File: config.mk
export PLATFORM = sky130hd
export DESIGN_NAME = am_mult_share_sched
export DESIGN_NICKNAME = d
export VERILOG_FILES = /design/src/rtl/am_sched_pkg.sv /design/src/rtl/am8x8_l4_core.sv /design/src/rtl/am_mult_share_sched.sv
export SDC_FILE = /design/constraint.sdc
export NUM_CORES = 1
export LEC_CHECK = 0
export CAP_MARGIN = 15
export CORE_MARGIN = 10
export CORE_UTILIZATION = 49
export CTS_CLUSTER_DIAMETER = 50
export DETAILED_ROUTE_END_ITERATION = 7
export PLACE_DENSITY = 0.78
export SYNTH_ARGS = -nofsm -noshare
export SYNTH_HDL_FRONTEND = slang
export SYNTH_SLANG_ARGS = --single-unit
File: constraint.sdc
create_clock -name clk -period 4.2 [get_ports clk]
set_clock_uncertainty 0.05 [all_clocks]
set_input_delay 0.63 -clock clk [delete_from_list [all_inputs] [get_ports clk]]
set_output_delay 0.63 -clock clk [all_outputs]
set_load 0.01 [all_outputs]
File: src/rtl/am_sched_pkg.sv
// Shared widths, pipeline entry types and the round-robin index helper for
// the shared 8x8 multiplier scheduler.
package am_sched_pkg;

    localparam int OPW     = 8;
    localparam int PRODW   = 16;
    localparam int IDW_MAX = 3;

    typedef struct packed {
        logic [IDW_MAX-1:0] id;
        logic [OPW-1:0]     x;
        logic [OPW-1:0]     y;
        logic               approx;
    } s1_entry_t;

    typedef struct packed {
        logic [IDW_MAX-1:0] id;
        logic [PRODW-1:0]   z;
        logic               approx;
    } s2_entry_t;

    // Candidate index 'step' positions after 'base' in a ring of n requesters.
    function automatic int rr_index(input int base, input int step, input int n);
        return (base + step) % n;
    endfunction

endpackage

File: src/rtl/am8x8_l4_core.sv
// l4 approximate 8x8 unsigned multiplier: exact upper-nibble partial products,
// compressed low-nibble partial products feeding bits 7..10.
module am8x8_l4_core (
    input  logic [7:0]  x,
    input  logic [7:0]  y,
    output logic [15:0] z
);

    logic [7:0]  pp [4];
    logic [15:0] hi_part;
    logic [2:0]  c7;
    logic [1:0]  c8;
    logic [1:0]  c9;
    logic        c10;

    // pp[i][j] = x[i] & y[j] for the four low bits of x
    generate
        for (genvar gi = 0; gi < 4; gi++) begin : g_pp
            assign pp[gi] = y & {8{x[gi]}};
        end
    endgenerate

    assign hi_part = 16'(y) * {12'b0, x[7:4]};

    assign c7  = {2'b0, pp[0][6] | pp[1][5]}
               + {2'b0, pp[0][7] | pp[1][6]}
               + {2'b0, pp[2][4] | pp[3][3]}
               + {2'b0, pp[2][5] ^ pp[3][4]};
    assign c8  = {1'b0, pp[1][7]}
               + {1'b0, pp[2][5] & pp[3][4]}
               + {1'b0, pp[2][6] ^ pp[3][5]};
    assign c9  = {1'b0, pp[2][6] & pp[3][5]}
               + {1'b0, pp[2][7] & pp[3][6]}
               + {1'b0, pp[2][7] | pp[3][6]};
    assign c10 = pp[3][7];

    assign z = (hi_part << 4)
             + (16'(c7) << 7)
             + (16'(c8) << 8)
             + (16'(c9) << 9)
             + (16'(c10) << 10);

endmodule

File: src/rtl/am_mult_share_sched.sv
// Round-robin scheduler sharing one exact/approximate 8x8 multiplier between
// NREQ requesters through a two-stage elastic pipeline with a tagged response.
module am_mult_share_sched
    import am_sched_pkg::*;
#(
    parameter int NREQ = 4
) (
    input  logic                     clk,
    input  logic                     rst_n,
    input  logic [NREQ-1:0]          req_valid,
    output logic [NREQ-1:0]          req_ready,
    input  logic [8*NREQ-1:0]        req_x,
    input  logic [8*NREQ-1:0]        req_y,
    input  logic [NREQ-1:0]          req_approx,
    output logic                     rsp_valid,
    input  logic                     rsp_ready,
    output logic [$clog2(NREQ)-1:0]  rsp_id,
    output logic [15:0]              rsp_z,
    output logic                     rsp_approx,
    output logic [15:0]              issue_cnt
);

    localparam int IDW = $clog2(NREQ);

    logic [OPW-1:0]   x_arr [NREQ];
    logic [OPW-1:0]   y_arr [NREQ];

    logic             v1_q, v1_d;
    logic             v2_q, v2_d;
    s1_entry_t        s1_q, s1_d;
    s2_entry_t        s2_q, s2_d;
    logic [IDW-1:0]   ptr_q, ptr_d;
    logic [15:0]      issue_cnt_q, issue_cnt_d;

    logic             s2_adv;
    logic             s1_adv;
    logic             found;
    logic [IDW-1:0]   gidx;
    logic [NREQ-1:0]  grant;
    logic             accept;

    logic [PRODW-1:0] z_exact;
    logic [PRODW-1:0] z_approx;
    logic [PRODW-1:0] z_sel;
    logic             id_unused;

    generate
        for (genvar gi = 0; gi < NREQ; gi++) begin : g_unpack
            assign x_arr[gi] = req_x[gi*OPW +: OPW];
            assign y_arr[gi] = req_y[gi*OPW +: OPW];
        end
    endgenerate

    assign s2_adv = !v2_q | rsp_ready;
    assign s1_adv = !v1_q | s2_adv;

    // First valid requester after the last granted one, wrapping around.
    always_comb begin
        found = 1'b0;
        gidx  = '0;
        grant = '0;
        for (int k = 1; k <= NREQ; k++) begin
            if (!found && req_valid[IDW'(rr_index(int'(ptr_q), k, NREQ))]) begin
                found = 1'b1;
                gidx  = IDW'(rr_index(int'(ptr_q), k, NREQ));
            end
        end
        if (found) begin
            grant[gidx] = 1'b1;
        end
    end

    assign req_ready = (rst_n && s1_adv) ? grant : '0;
    assign accept    = found & s1_adv & rst_n;

    assign z_exact = 16'(s1_q.x) * 16'(s1_q.y);

    am8x8_l4_core u_core (
        .x (s1_q.x),
        .y (s1_q.y),
        .z (z_approx)
    );

    assign z_sel = s1_q.approx ? z_approx : z_exact;

    always_comb begin
        v1_d        = accept | (v1_q & !s2_adv);
        s1_d        = s1_q;
        v2_d        = v2_q;
        s2_d        = s2_q;
        ptr_d       = ptr_q;
        issue_cnt_d = issue_cnt_q + 16'(accept);

        if (accept) begin
            s1_d.id     = IDW_MAX'(gidx);
            s1_d.x      = x_arr[gidx];
            s1_d.y      = y_arr[gidx];
            s1_d.approx = req_approx[gidx];
            ptr_d       = gidx;
        end

        // S2 data only moves when a real entry arrives, so rsp_* stay quiet
        // while the pipe is draining.
        if (s2_adv) begin
            v2_d = v1_q;
            if (v1_q) begin
                s2_d.id     = s1_q.id;
                s2_d.z      = z_sel;
                s2_d.approx = s1_q.approx;
            end
        end
    end

    always_ff @(posedge clk) begin
        if (!rst_n) begin
            v1_q        <= 1'b0;
            v2_q        <= 1'b0;
            s1_q        <= '0;
            s2_q        <= '0;
            ptr_q       <= IDW'(NREQ - 1);
            issue_cnt_q <= '0;
        end else begin
            v1_q        <= v1_d;
            v2_q        <= v2_d;
            s1_q        <= s1_d;
            s2_q        <= s2_d;
            ptr_q       <= ptr_d;
            issue_cnt_q <= issue_cnt_d;
        end
    end

    assign rsp_valid  = v2_q;
    assign rsp_id     = s2_q.id[IDW-1:0];
    assign rsp_z      = s2_q.z;
    assign rsp_approx = s2_q.approx;
    assign issue_cnt  = issue_cnt_q;
    assign id_unused  = ^s2_q.id;

endmodule

* Word-level counts from Yosys, hierarchy flattened *
Index checks and enable logic that the tools add are counted.

word-level totals
  output and inout bits = 40
  logic and storage cells = 101
  register bits after elaboration = 58
  input bits = 75

cells by class
  bitwise gates (word level) = 20
  magnitude comparators = 7
  multiply operators = 2
  add/subtract/negate cells = 16
  reduce and logical (&&, ||, !) cells = 12
  mux-type cells = 33

operator list
  kind                 count
  $add 16x10->16       2
  $add 16x11->16       2
  $and 8x8->8          4
  $bmux 8 s2           2
  $mux 8               4
  $add 16x1->16        1
  $lt 2x4->1 const B   4
  $mul 8x8->16         1
  $mux 16              1
  $mux 1               14
  $mul 8x4->12         1
  $bmux 1 s2           5
  $mux 2               4
  $mux 4               2
  $or 1x1->1           7
  $add 1x1->2          3
  $add 3x1->3          2
  $and 1x1->1          6
  $logic_not 1->1      6
  $logic_and 1x1->1    5
  $add 2x1->2          2
  $add 2x1->2 const B  2
  $add 2x2->2 const B  2
  $ge 3x3->1 const B   1
  other kinds (6)      7

* Longest topological paths before layout *
Gate-level depths: netlist (run 1).

  depth in word-level cells = 20
  mapped depth = 23
  mapped depth without buffers = 22

* Modules after synthesis *
A second synthesis (run 1) with hierarchy kept.

second synthesis, totals
  cells, all modules = 739
  area, all modules = 6,426.2 um^2

by module, submodules not included
  module               instances  cells an instance  seq. area each (um^2)  area an instance (um^2)
  am_mult_share_sched  1          561                1,161.1                4,914.7
  am8x8_l4_core        1          178                0.0                    1,511.4

* Worst setup path before layout (run 1) *
No wires, ideal clock.

  path type = reg2reg
  start = register s1_q[16] (netlist name)
  end = register s2_q, in the netlist rsp_z[15]
  period minus slack after synthesis = 4.590 ns
  slack = -0.390 ns
  data arrival time = 4.417 ns
  setup time = 0.123 ns
  buffers on the path = 1
  required time = 4.027 ns
  stages on the path, launching flop included = 22
  cell sequence = dfxtp_1 clkbuf_1 and2_1 fa_1 inv_1 fa_1 inv_1 ha_1 nor2b_1 o31ai_1 nand2_1 fa_1 inv_1 ha_1 inv_1 fa_1 inv_1 a21o_1 a21oi_1 nor3_1 xnor2_1 o21ai_1

on the way
  word-level cells in the longest chain between the ends = 6
  elaborated cells between the ends (all ways) = 7
  classes of those cells = 4 x add/sub; 2 x mul; 1 x mux

RTL lines
  element                   RTL line                    source
  start: declaration        am_mult_share_sched.sv:30   s1_entry_t s1_q, s1_d;
  start signal: assignment  am_mult_share_sched.sv:118  s1_q <= '0;
  start signal: assignment  am_mult_share_sched.sv:125  s1_q <= s1_d;
  $mul 8x4->12              am8x8_l4_core.sv:23         assign hi_part = 16'(y) * {12'b0, x[7:4]};
  $add 16x10->16            am8x8_l4_core.sv:38         + (16'(c7) << 7)
  $add 16x10->16            am8x8_l4_core.sv:39         + (16'(c8) << 8)
  $add 16x11->16            am8x8_l4_core.sv:40         + (16'(c9) << 9)
  $add 16x11->16            am8x8_l4_core.sv:41         + (16'(c10) << 10);
  $mux 16 (*)               am_mult_share_sched.sv:84   assign z_sel = s1_q.approx ? z_approx : z_exact;
  end signal: assignment    am_mult_share_sched.sv:119  s2_q <= '0;
  end signal: assignment    am_mult_share_sched.sv:126  s2_q <= s2_d;
  end: declaration          am_mult_share_sched.sv:31   s2_entry_t s2_q, s2_d;

Mark *: on every way between the ends. The rest lies on a longest branch, timed or not.
A chain may end at the register's enable or synchronous reset.

* Final worst setup path (run 1) *
  start = register s1_q[15] (netlist name)
  end = register s2_q, in the netlist rsp_z[11]

Same word-level chain as after synthesis.

==> summary.md, run 1 <==
| Metric | Value |
|---|---|
| Clock power frac | `18.5%` |
| First-pass GRT wire length | `29.01 mm` |
| Worst R2R Path Depth | `18` |
| IO buf count | `114` |
| Cell Chain, Critical Path | `and2_4 -> xnor2_2 -> ha_1 -> fa_1 -> inv_1 -> fa_2 -> xnor2_2 -> fa_2 -> inv_2 -> fa_1 -> inv_1 -> ha_2 -> inv_2 -> fa_2 -> buf_4 -> xnor2_1 -> a21oi_1 -> a21oi_1` |
| Layout cells sized above 1 | `19.89%` |
| Post-DP HPWL | `14.54 mm` |
| Synth Cell Area | `6320 um2` |
| Final-report setup violation count | `7` |
| Number of flops mapped to enable cells by yosys | `0` |
| Largest family of logic cells by synthesized area | `adder cells` |
| Top post-synthesis cells by count | `111 x inv_1, 90 x nand2_1, 72 x ha_1, 65 x and2_1, 58 x dfxtp_1` |
| Skew-Pair Late Insertion Delay | `0.33 ns` |
| Slowest-stage cell, CP | `fa_1` |
| Routed Antenna Nets | `0` |
| Largest net degree at the start of global routing | `60` |
| Rows | `41` |
| P&R area growth vs syn | `39.56%` |
| Area share of the largest cell type after synthesis | `18.37%` |
| Mux cell area share after synthesis | `0.6335%` |
| Critical Path RT | `4.41 ns` |
| Yosys reg bits | `58` |
| Antenna cells | `0` |
| Fin crit period | `4.422 ns` |
| Clk root buf | `clkbuf_16` |
| Pwr Density | `432.9 nW/um2` |
| Result of the run | `complete, but fails checks` |
| Worst-margin pin slew | `0.7793 ns` |
| P_sw | `1549 uW` |
| Nets | `1144` |
| Total GRT Usage | `19.56%` |
| Chip height | `133.6 um` |
| Drt drc | `0` |
| Die width | `133.6 um` |
| Fin worst setup slack | `-0.2225 ns` |
| Final Cycle Share | `105.3%` |
| TritonCTS Sinks | `58` |
| Initial antenna violation count | `0` |
| Sw Ratio | `40.57%` |
| Combinational power share | `62.3%` |
| FMAX | `226.1 MHz` |
| Leakage | `0.004178 uW` |
| Clock buffer depth | `2` |
| Max incr delay on CP | `0.54 ns` |
| Startpoint types | `flop` |
| Cells after Synth | `759` |
| HP Class | `reg -> reg` |
| Max VDD drop | `267.2 uV` |
| Synthesized area per cell | `8.326 um2` |
| Total routed wirelength | `17.96 mm` |
| GPL Wtd Cong | `0.8937` |
| Drt pass-1 iters | `5` |
| Arrival time worst endpoint | `4.63 ns` |
| Initial Utilization | `50.08%` |
| XOR/XNOR share of the synthesized area | `4.019%` |
| H-tree depth | `3` |
| Syn Nets | `958` |
| DRT iter0 DRCs | `309` |
| Critical Path End Type | `flop` |
| Max_cap viols | `0` |
| Area share of and/or/nand/nor cells after synthesis | `19.14%` |
| Sequential share of power | `19.2%` |
| Gr ovfl total | `0` |
| Hold violation count in the final report | `0` |
| Post-synthesis sequential area ratio | `18.37%` |
| Async set-reset flop share out of synthesis | `0%` |
| Compound-Gate Fraction of Synth Area | `18.14%` |
| Most used DFF post-synth | `dfxtp_1` |
| Rel. slew slack | `47.98%` |
| Fin Hold WS | `0.4110 ns` |
| CTS buffer count | `9` |
| Adder-cell share of the synthesized area | `30.73%` |
| Unique masters post-synth | `52` |
| Kind of critical path | `reg -> reg` |
| CTS tree | `built` |
| Vias per cell | `5.209` |
| Final Util | `69.89%` |
| Number of global-route vias before repair | `6079` |
| Most common cell on crit path | `fa_2` |
| Final Max Slew Viols | `0` |
| Top cells by area, synth | `dfxtp_1 18%, fa_1 16%, ha_1 14%` |
| Via count | `5845` |
| I/O Pins | `115` |
| WHS Path Cells | `2` |
| Yosys warnings | `0` |
| Core Area | `12620 um2` |
| RSZ-0062 raised after global routing | `true` |
| Most common cell in the netlist | `inv_1` |
| CP Max Fanout | `5` |
| Internal | `2269 uW` |
| Clock-pin transition on the worst setup and hold timing paths | `0.05 ns` |
| Routed len/inst | `16.01 um` |
| Synth area leader | `dfxtp_1` |
| Die area | `17840 um2` |
| Violated checks | `negative setup slack` |
-- area by class of cell --
class	instances	area, um2
Fill cell	989	3800
Inverter	112	420.4
Clock inverter	5	55.05
Tap cell	172	215.2
Clock buffer	11	232.7
Timing Repair Buffer	208	1857
Multi-Input combinational cell	556	4843
Sequential cell	58	1196
-- final timing paths --
kind	slack (ns)	end	start
max	-0.22	rsp_z[11]$_SDFFE_PN0P_	s1_q[15]$_SDFFE_PN0P_
min	0.41	rsp_approx$_SDFFE_PN0P_	rsp_approx$_SDFFE_PN0P_
max reg2reg	-0.22	rsp_z[11]$_SDFFE_PN0P_	s1_q[15]$_SDFFE_PN0P_
min reg2reg	0.41	rsp_approx$_SDFFE_PN0P_	rsp_approx$_SDFFE_PN0P_
-- power by group through the flow --
stage | clock, uW | combinational (uW) | sequential [uW]
floorplan | 0 | 1390 | 701
global placement | 0 | 2110 | 719
detailed placement | 0 | 2160 | 724
CTS | 719 | 2230 | 721
global route | 744 | 2650 | 743
finish | 707 | 2380 | 731
-- repair_timing --
| item | in CTS | in global routing |
|---|---|---|
| hold buffers | 0 | 0 |
| pin swaps | 19 | 14 |
| setup buffers | 2 | 6 |
| endpoints found under the setup margin | 8 | 8 |
| gates resized for setup | 30 | 30 |
-- state kept, by name, indices dropped and copies added, names as in the netlist --
signal      flops
s1_q           19
issue_cnt      16
rsp_z          16
ptr_q           2
rsp_id          2
rsp_approx      1
rsp_valid       1
v1_q            1
-- logic make-up after synthesis --
group | after synthesis
compound gates | 157
xor+xnor | 29
fa+ha+maj | 124
buf+inv | 145
flops | 58
mux | 4
simple gates | 242
-- layout by cell type, fill, tap and decap left out, drive strengths merged, types with 9 or more instances in the layout --
cell           count
buf               95
inv              111
a31o              17
a21oi             25
nor2              27
clkdlybuf4s50    113
a311oi            17
dfxtp             58
a211oi            21
fa                52
xnor2             22
a21boi            12
ha                72
a21o               9
nand3             16
nand2             90
and2              76
o21ai             21
clkbuf            11
-- metrics by stage --
step / total power, uW / area (um2) / setup TNS (ns) / setup slack, ns / std cells
2_1_floorplan: 2087 / 6491 / -0.3064 / -0.08987 / 759
3_3_place_gp: 2833 / 8302 / -1.262 / -0.2212 / 1098
3_5_place_dp: 2887 / 8302 / -1.827 / -0.3377 / 1098
4_1_cts: 3670 / 8673 / -1.055 / -0.1906 / 1116
5_1_grt: 4136 / 8820 / -2.243 / -0.4108 / 1122
6_report: 3818 / 8820 / -1.100 / -0.2225 / 1122
-- layer usage --
| layer | GRT usage (%) | wire length [um] | vias up |
|---|---|---|---|
| met4 | 5.320 | 320 | 0 |
| li1 | - | - | 2911 |
| met5 | 0 | 0 | - |
| met1 | 24.68 | 8028 | 2759 |
| met2 | 32.10 | 8520 | 157 |
| met3 | 5.263 | 1094 | 18 |
-- critical path, delay by kind of cell, from the launching register on --
family / cells / cell delay (ns)
xor+xnor: 3 / 0.53
flops: 1 / 0.36
compound gates: 2 / 0.28
buf+inv: 5 / 0.40
simple gates: 1 / 0.17
fa+ha+maj: 7 / 2.58
Note: power is estimated with default switching activity, not from simulation.
==> run 2: changes to the inputs <==
--- a/config.mk
+++ b/config.mk
@@ -7,10 +7,12 @@
 export LEC_CHECK = 0
 export CAP_MARGIN = 15
 export CORE_MARGIN = 10
-export CORE_UTILIZATION = 49
+export CORE_UTILIZATION = 50
 export CTS_CLUSTER_DIAMETER = 50
 export DETAILED_ROUTE_END_ITERATION = 7
-export PLACE_DENSITY = 0.78
+export GPL_ROUTABILITY_DRIVEN = 1
+export MAX_ROUTING_LAYER = met4
+export PLACE_DENSITY = 0.77
 export SYNTH_ARGS = -nofsm -noshare
 export SYNTH_HDL_FRONTEND = slang
 export SYNTH_SLANG_ARGS = --single-unit
==> constraint.sdc (replaced) <==
create_clock -name clk -period 4.75 [get_ports clk]
set_clock_uncertainty 0.05 [all_clocks]
set_input_delay 0.7125 -clock clk [delete_from_list [all_inputs] [get_ports clk]]
set_output_delay 0.7125 -clock clk [all_outputs]
set_load 0.01 [all_outputs]
==> summary.md, run 2 (synthesis results as in run 1) <==
| Metric | Value |
|---|---|
| Startpoint types | `flop` |
| Initial antenna violation count | `0` |
| Post-DP HPWL | `14.43 mm` |
| Worst-margin pin slew | `0.7091 ns` |
| DRT iter0 DRCs | `328` |
| Number of global-route vias before repair | `5756` |
| Largest Register | `s1_q` |
| CTS tree | `built` |
| GPL Wtd Cong | `0.9257` |
| Die area | `17540 um2` |
| Layout cells sized above 1 | `9.578%` |
| Skew-Pair Late Insertion Delay | `0.33 ns` |
| Clock buffer depth | `2` |
| Pwr Density | `378.2 nW/um2` |
| Final Max Slew Viols | `0` |
| Fin Hold WS | `0.4049 ns` |
| Critical Path End Type | `flop` |
| Clk root buf | `clkbuf_16` |
| Leakage | `0.003796 uW` |
| Clock-pin transition on the worst setup and hold timing paths | `0.06 ns` |
| Fin crit period | `4.586 ns` |
| Rel. slew slack | `52.72%` |
| Rows | `41` |
| Result of the run | `complete, no violations` |
| Arrival time worst endpoint | `4.80 ns` |
| FMAX | `218.0 MHz` |
| I/O Pins | `115` |
| Multi-input logic area | `4705 um2` |
| Worst R2R Path Depth | `16` |
| Seq. cell area | `1181 um2` |
| HP Class | `reg -> reg` |
| HP Start | `rsp_id[0]$_SDFFE_PN0P_` |
| Final-report setup violation count | `0` |
| Gr ovfl total | `0` |
| Largest net degree at the start of global routing | `60` |
| IO buf count | `114` |
| Setup TNS | `0 ns` |
| Max_cap viols | `0` |
| Antenna cells | `0` |
| TritonCTS Sinks | `58` |
| CP Max Fanout | `8` |
| Initial Utilization | `50.49%` |
| Placed Cells | `1032` |
| Finished Layout Cells | `1049` |
| H-tree depth | `3` |
| Vias per cell | `5.416` |
| Final Cycle Share | `96.55%` |
| Destination of the worst hold path | `rsp_id[0]$_SDFFE_PN0P_` |
| Max FFs per register | `19` |
| Fillcell total | `1061` |
| Drt drc | `0` |
| Max VDD drop | `215.6 uV` |
| Total GRT Usage | `20.49%` |
| Critical Path RT | `4.97 ns` |
| Nets | `1071` |
| P&R area growth vs syn | `28.83%` |
| Terminus of the critical flop-to-flop path | `rsp_z[11]$_SDFFE_PN0P_` |
| # hold bufs at CTS | `0` |
| CTS buffer count | `9` |
| Total power | `3079 uW` |
| Most frequent cells in the layout | `113 x clkdlybuf4s50_1, 111 x inv_1, 89 x nand2_1` |
| Total routed wirelength | `17.84 mm` |
| Setup slack, reg-to-reg | `0.16 ns` |
| Via count | `5681` |
| FF-to-FF Start | `s1_q[9]$_SDFFE_PN0P_` |
| Chip height | `132.4 um` |
| WHS Path Cells | `2` |
| Commonest non-fill, non-tap cell in the layout | `clkdlybuf4s50_1` |
| Hold violation count in the final report | `0` |
| First-pass GRT wire length | `28.57 mm` |
| Drt pass-1 iters | `5` |
| Area post-placement | `7679 um2` |
| Routed len/inst | `17.01 um` |
| Die width | `132.4 um` |
| Finished Cell Area | `8142 um2` |
| Core Area | `12520 um2` |
| Kind of critical path | `reg -> reg` |
| Routed Antenna Nets | `0` |
-- run 2: metal layers --
| layer | part of all wire [%] | vias up | global-route usage (%) |
|---|---|---|---|
| met2 | 47 | 180 | 32.26 |
| met3 | 5.2 | 23 | 3.899 |
| met5 | 0 | - | - |
| met4 | 2.0 | 0 | 6.235 |
| li1 | - | 2765 | - |
| met1 | 46 | 2713 | 26.16 |
-- run 2: worst max path at each step --
stage,slack (ns),start,depth (start not counted),to
2_1_floorplan,0.16,s1_q[16]$_SDFFE_PN0P_,21,rsp_z[15]$_SDFFE_PN0P_
3_3_place_gp,0.15,s1_q[16]$_SDFFE_PN0P_,21,rsp_z[15]$_SDFFE_PN0P_
3_5_place_dp,-0.06,s1_q[16]$_SDFFE_PN0P_,20,rsp_z[14]$_SDFFE_PN0P_
4_1_cts,0.006,s1_q[16]$_SDFFE_PN0P_,20,rsp_z[14]$_SDFFE_PN0P_
5_1_grt,-0.01,s1_q[6]$_SDFFE_PN0P_,19,rsp_z[15]$_SDFFE_PN0P_
6_report,0.16,s1_q[9]$_SDFFE_PN0P_,16,rsp_z[11]$_SDFFE_PN0P_
-- run 2: area by class of cell --
type / count / share of cell area [%]
clock inverter: 7 / 1.245
sequential: 58 / 14.51
inverter: 112 / 5.164
clock buffer: 9 / 2.766
timing repair buffer: 135 / 15.89
tap: 172 / 2.643
multi-input combinational: 556 / 57.78
-- run 2: worst max-delay path, cell delays in order (launching register included) --
cell     delay, ns
dfxtp_1       0.31
buf_4         0.16
and2_1        0.18
fa_1          0.48
fa_1          0.50
ha_1          0.29
inv_1         0.05
fa_1          0.54
inv_1         0.04
ha_1          0.34
nor2b_4       0.16
o31a_1        0.29
o31a_1        0.36
o21a_1        0.20
o21ai_1       0.10
or3b_1        0.34
a21oi_1       0.12
-- run 2: what timing repair did --
action,4_1_cts,5_1_grt
pin swaps,0,4
setup endpoints to repair,4,6
resized for setup,4,33
setup buffers,0,1
-- run 2: where the power goes --
group          total, uW  switching, uW  leakage (uW)  internal (uW)
clock network        724            262      0.000152            463
registers            629           72.9      0.000481            556
logic               1730            961       0.00316            764
total               3080           1300       0.00380           1780
-- run 2: through the flow --
step	utilization (%)	worst slack (ns)
after floorplan	-	0.1601
after global routing	65.04	-0.01343
final	65.04	0.1638
after global placement	61.35	0.1453
after CTS	64.07	0.005634
after detailed placement	61.35	-0.05840
